===== src/rtl/full_adder.sv =====
// full_adder: one-bit full adder cell (s = x^y^z, c = majority).
// Latency: purely combinational, zero cycles.
// Backpressure: none; outputs follow inputs continuously.
module full_adder (
    input  logic x,
    input  logic y,
    input  logic z,
    output logic s,
    output logic c
);

    assign s = x ^ y ^ z;
    assign c = (x & y) | (x & z) | (y & z);

endmodule


===== src/rtl/serial_adder_ctrl.sv =====
// serial_adder_ctrl: bit-serial WIDTH-bit adder, LSB first, through one full_adder cell.
// Latency: busy for WIDTH cycles after the start edge; done pulses in the following cycle.
// Backpressure: none; start is honoured only in IDLE and ignored in RUN/DONE.
// Optional: define SERIAL_ADDER_OVF_EN to add the signed-overflow output ovf.
module serial_adder_ctrl #(
    parameter int WIDTH = 8
) (
    input  logic             clk,
    input  logic             rst_n,
    input  logic             start,
    input  logic [WIDTH-1:0] a,
    input  logic [WIDTH-1:0] b,
    input  logic             cin,
    output logic             busy,
    output logic             done,
    output logic [WIDTH-1:0] sum,
`ifdef SERIAL_ADDER_OVF_EN
    output logic             cout,
    output logic             ovf
`else
    output logic             cout
`endif
);

    // Counter must hold 0..WIDTH-1; keep at least one bit for WIDTH=1.
    localparam int               CNT_W = (WIDTH > 1) ? $clog2(WIDTH) : 1;
    localparam logic [CNT_W-1:0] LAST  = CNT_W'(WIDTH - 1);

    typedef enum logic [1:0] {
        IDLE = 2'd0,
        RUN  = 2'd1,
        DONE = 2'd2
    } state_t;

    state_t           state_q;
    state_t           state_nxt;

    logic [WIDTH-1:0] op_a;
    logic [WIDTH-1:0] op_b;
    logic [WIDTH-1:0] sum_sh;
    logic [WIDTH-1:0] sum_nxt;
    logic [CNT_W-1:0] cnt;
    logic             carry_q;
    logic [WIDTH-1:0] sum_q;
    logic             cout_q;

    logic             fa_s;
    logic             fa_c;
    logic             load;
    logic             step;
    logic             last;

    // The single one-bit datapath: current operand LSBs plus the running carry.
    full_adder u_fa (op_a[0], op_b[0], carry_q, fa_s, fa_c);

    // Sum assembled so far with this cycle's bit entering at the MSB.
    generate
        if (WIDTH == 1) begin : g_sum_w1
            assign sum_nxt = fa_s;
        end else begin : g_sum_wn
            assign sum_nxt = {fa_s, sum_sh[WIDTH-1:1]};
        end
    endgenerate

    assign load = (state_q == IDLE) && start;
    assign step = (state_q == RUN);
    assign last = (cnt == LAST);

    // State register.
    always_ff @(posedge clk or negedge rst_n) begin
        if (!rst_n) begin
            state_q <= IDLE;
        end else begin
            state_q <= state_nxt;
        end
    end

    // Next-state and handshake outputs; DONE lasts exactly one cycle.
    always_comb begin
        state_nxt = state_q;
        busy      = 1'b0;
        done      = 1'b0;
        case (state_q)
            IDLE: begin
                if (start) begin
                    state_nxt = RUN;
                end
            end
            RUN: begin
                busy = 1'b1;
                if (last) begin
                    state_nxt = DONE;
                end
            end
            DONE: begin
                done      = 1'b1;
                state_nxt = IDLE;
            end
            default: begin
                state_nxt = IDLE;
            end
        endcase
    end

    // Operand/sum shift registers, carry flop and bit counter.
    always_ff @(posedge clk or negedge rst_n) begin
        if (!rst_n) begin
            op_a    <= '0;
            op_b    <= '0;
            sum_sh  <= '0;
            carry_q <= 1'b0;
            cnt     <= '0;
        end else if (load) begin
            op_a    <= a;
            op_b    <= b;
            sum_sh  <= '0;
            carry_q <= cin;
            cnt     <= '0;
        end else if (step) begin
            op_a    <= op_a >> 1;
            op_b    <= op_b >> 1;
            sum_sh  <= sum_nxt;
            carry_q <= fa_c;
            cnt     <= last ? '0 : cnt + CNT_W'(1);
        end
    end

    // Result registers: only touched on the final bit, so they hold across loads.
    always_ff @(posedge clk or negedge rst_n) begin
        if (!rst_n) begin
            sum_q  <= '0;
            cout_q <= 1'b0;
        end else if (step && last) begin
            sum_q  <= sum_nxt;
            cout_q <= fa_c;
        end
    end

    assign sum  = sum_q;
    assign cout = cout_q;

`ifdef SERIAL_ADDER_OVF_EN
    logic ovf_q;

    // On the final bit carry_q is the carry into the MSB and fa_c the carry out of it.
    always_ff @(posedge clk or negedge rst_n) begin
        if (!rst_n) begin
            ovf_q <= 1'b0;
        end else if (step && last) begin
            ovf_q <= carry_q ^ fa_c;
        end
    end

    assign ovf = ovf_q;
`endif

endmodule


===== config.mk =====
export PLATFORM = sky130hd
export DESIGN_NAME = serial_adder_ctrl
export DESIGN_NICKNAME = d
export VERILOG_FILES = /design/src/rtl/full_adder.sv /design/src/rtl/serial_adder_ctrl.sv
export SDC_FILE = /design/constraint.sdc
export NUM_CORES = 1
export LEC_CHECK = 0
export ABC_AREA = 1
export CAP_MARGIN = 20
export CORE_MARGIN = 8
export CORE_UTILIZATION = 44
export DETAILED_ROUTE_END_ITERATION = 10
export HOLD_SLACK_MARGIN = 0.15
export MAX_ROUTING_LAYER = met4
export PLACE_DENSITY = 0.74
export REMOVE_ABC_BUFFERS = 1
export SYNTH_ARGS = -nofsm -noshare
export SYNTH_HDL_FRONTEND = slang
export SYNTH_SLANG_ARGS = --single-unit

===== constraint.sdc =====
create_clock -name clk -period 1.8 [get_ports clk]
set_input_delay 0.36 -clock clk [delete_from_list [all_inputs] [get_ports clk]]
set_output_delay 0.36 -clock clk [all_outputs]
set_load 0.02 [all_outputs]

==> metrics.md <==
| Metric | Value |
|---|---|
| Run status | `complete, no violations` |
| Final core area utilization | `between 50% and 60%` |
| Final critical-path required period | `1.61 ns` |
| Netlist cell types | `17` |
| Relative slew slack | `roughly 68%` |
| Std-Cell Core Area | `~3700 µm²` |
| Max H-tree Level | `2` |
| Final worst path period share | `between 80% and 90%` |
| Part of the Yosys area used for sequential elements | `between 50% and 60%` |
| Top-Level Pins | `31` |
| Routed WL per cell | `13.0 µm` |
| Cell area after synthesis | `about 1700 µm²` |
| Number of sinks on the clock net | `38` |
| Buffers inserted by post-CTS timing repair | `0` |
| Antenna Cells | `0` |
| Via count of the first global-routing pass | `~1.4k` |
| Wire length of the first global-routing pass | `between 6 and 7 mm` |
| Cts hold-fix bufs | `0` |
| Routed Antenna Nets | `0` |
| Global-route usage over all layers | `between 10% and 20%` |
| Overall die area | `6030 µm²` |
| Worst stage delay on the critical path | `about 0.45 ns` |
| Count of input and output buffers | `30` |
| Slowest-stage cell, CP | `dfrtp_1` |
| Transition time at the pin with the least slew margin | `0.475 ns` |
| Placed wire-length estimate after detailed placement | `2.46 mm` |
| Net count, final | `between 200 and 250` |
| Most frequent standard cell in the layout excluding fill and tap cells | `nand2_1` |
| Endpoint kind of the worst setup timing path | `primary output` |
| Root buffer cell | `clkbuf_8` |
| Worst r2r src | `state_q[0]$_DFFE_PN0P_` |
| Pin count of the biggest net entering global routing | `39` |
| RSZ-0062 raised after global routing | `false` |
| Width of the die | `77.7 µm` |
| Die Y | `slightly below 80 µm` |
| Num rows | `22` |
| Max-capacitance violation count | `0` |
| Highest attainable clock frequency | `between 600 and 700 MHz` |
| Hold path cells | `2` |
| Post-Syn Area per Cell | `between 8 and 9 µm²` |
| Worst-case vdd ir drop | `roughly 0.00066 V` |
| Starting Density | `between 40% and 50%` |
| Setup tns final | `0 ns` |
| Via-per-instance ratio | `5.03` |
| Flip-flop and latch count after synthesis | `38` |
| Number of buffers created by CTS | `5` |
| Antenna violations before repair | `0` |
| Initial DRC Count | `between 100 and 150` |
| Final weighted congestion of routability-driven global placement | `about 0.77` |
| Maximum fanout along the worst path | `6` |
| Synthesized instance count | `between 150 and 200` |
| Clock-pin transition on the worst setup and hold timing paths | `around 0.070 ns` |
| Final count of pins violating max slew | `0` |
| Buffer depth of the longest clock path | `2` |
| GR Overflow Total | `0` |
| Endpoints failing setup | `0` |
| Critical Path, Cell by Cell | `inv_2 > nor2_4 > dlygate4sd2_1` |
| Skew-Pair Late Insertion Delay | `just under 0.3 ns` |
| Leading cell types in the layout, fill and taps excluded | `67 x nand2_1, 57 x nand3_1, 38 x dfrtp_1, 28 x clkdlybuf4s50_1, 7 x buf_4` |
| Leakage power summed over all cells | `roughly 0.0011 µW` |
| CTS tree | `built` |
| Data required time at the worst endpoint | `around 1.4 ns` |
| Worst Setup Path Type | `flip-flop to primary output` |
| Drt first pass iters | `4` |
| Via count | `1357` |
| Slack of the worst reg-to-reg path | `0.44 ns` |
| Detailed-route wire length | `~3.5 mm` |
| Worst hold path class | `flip-flop to flip-flop` |
| Arrival time reported for the critical path endpoint | `about 1.3 ns` |
| Synthesis Warnings | `0` |
| Cell count of the worst reg-to-reg path | `6` |
| Worst reg2reg endpoint | `cout$_DFFE_PN0P_` |
| Crit path launch | `state_q[0]$_DFFE_PN0P_` |
| Last element of the critical path | `busy` |
| Pwr per Cell Area | `about 1600 nW/µm²` |
| Area growth syn-to-layout | `26.9%` |
| Hold Fails Final Rpt | `0` |
| Setup clock skew after layout | `about 0.0035 ns` |
| Kind of start point of the critical path | `flip-flop` |
| Post-route DRC | `0` |
| Fraction of final layout cells sized beyond drive strength 1 | `a little under a tenth` |
[cells by family (layout without fill, tap and decap cells)]
kind of cell / count (synthesis) / in the layout / synth area share [%]
buffers and inverters: 13 / 48 / 4.86
flip-flops: 38 / 38 / 56.8
adder cells (fa/ha/maj): 3 / 3 / 2.69
AO/OA/AOI/OAI: 1 / 1 / 0.299
AND/OR/NAND/NOR: 132 / 132 / 35.3
[worst max-delay path: cells and delay by family (launching register included)]
| family | cells | cell delay [ns] |
|---|---|---|
| buffers and inverters | 2 | 0.43 |
| DFF | 1 | 0.45 |
| and+or+nand+nor | 1 | 0.09 |
[per-stage QoR]
step / setup slack, ns / instances / hold WS (ns) / power [µW] / instance area (µm²)
floorplan: 0.476 / 177 / 0.0644 / 2220 / 1600
global placement: 0.232 / 262 / 0.456 / 2740 / 2020
detailed placement: 0.215 / 262 / 0.465 / 2790 / 2020
CTS: 0.172 / 270 / 0.484 / 3490 / 2120
global route: 0.125 / 270 / 0.497 / 3700 / 2120
finish: 0.189 / 270 / 0.477 / 3440 / 2120
[registers in the layout, summed over array words and instances (netlist names)]
| register | count |
|---|---|
| state_q | 2 |
| carry_q | 1 |
| cout | 1 |
| cnt | 3 |
| sum | 8 |
| op_b | 8 |
| sum_sh | 7 |
| op_a | 8 |
[worst min path at each step]
stage | to | slack (ns) | from
6_report | sum[1]$_DFFE_PN0P_ | 0.48 | sum[1]$_DFFE_PN0P_
3_3_place_gp | sum[0]$_DFFE_PN0P_ | 0.46 | sum_sh[1]$_DFFE_PN0P_
2_1_floorplan | carry_q$_DFFE_PN0P_ | 0.06 | rst_n
5_1_grt | sum[1]$_DFFE_PN0P_ | 0.50 | sum[1]$_DFFE_PN0P_
3_5_place_dp | sum[3]$_DFFE_PN0P_ | 0.47 | sum[3]$_DFFE_PN0P_
4_1_cts | sum[3]$_DFFE_PN0P_ | 0.48 | sum[3]$_DFFE_PN0P_
[cell usage after synthesis]
| master | n | share of area, % |
|---|---|---|
| buf_2 | 1 | 0.30 |
| buf_4 | 6 | 2.7 |
| buf_6 | 1 | 0.67 |
| clkbuf_1 | 1 | 0.22 |
| clkbuf_2 | 1 | 0.30 |
| dfrtp_1 | 38 | 57 |
| fa_1 | 1 | 1.2 |
| ha_1 | 2 | 1.5 |
| inv_1 | 2 | 0.45 |
| inv_2 | 1 | 0.22 |
| nand2_1 | 67 | 15 |
| nand2_2 | 2 | 0.75 |
| nand3_1 | 57 | 17 |
| nand3b_1 | 1 | 0.45 |
| nor2_1 | 3 | 0.67 |
| nor2_4 | 2 | 1.3 |
| o21ai_0 | 1 | 0.30 |
[power breakdown]
part / internal (µW) / total (µW) / switching (µW) / leakage (µW)
combinational: 550 / 1310 / 764 / 0.000508
clock: 407 / 697 / 290 / 0.0000579
sequential: 1210 / 1430 / 221 / 0.000488
[area by class of cell]
| cell class | count | area (µm²) |
|---|---|---|
| Sequential cell | 38 | 951 |
| Timing Repair Buffer | 37 | 350 |
| Inverter | 3 | 11.3 |
| Tap cell | 48 | 60.1 |
| Multi-Input combinational cell | 136 | 641 |
| Clock inverter | 3 | 40.0 |
| Fill cell | 347 | 1540 |
| Clock buffer | 5 | 68.8 |
[layer usage]
metal  global-route usage, %  up-vias  part of all wire [%]
met5                       -        -                     0
met4                    6.23        0                   1.7
met3                    4.03        5                   5.2
met2                    19.6       35                    46
met1                    14.4      641                    47
li1                        -      676                     -
[what timing repair did]
item / 4_1_cts / 5_1_grt
gates resized for setup: 2 / 0
endpoints found under the hold margin: 0 / 0
setup endpoints to repair: 2 / 0
(Power assumes the default switching activity.)
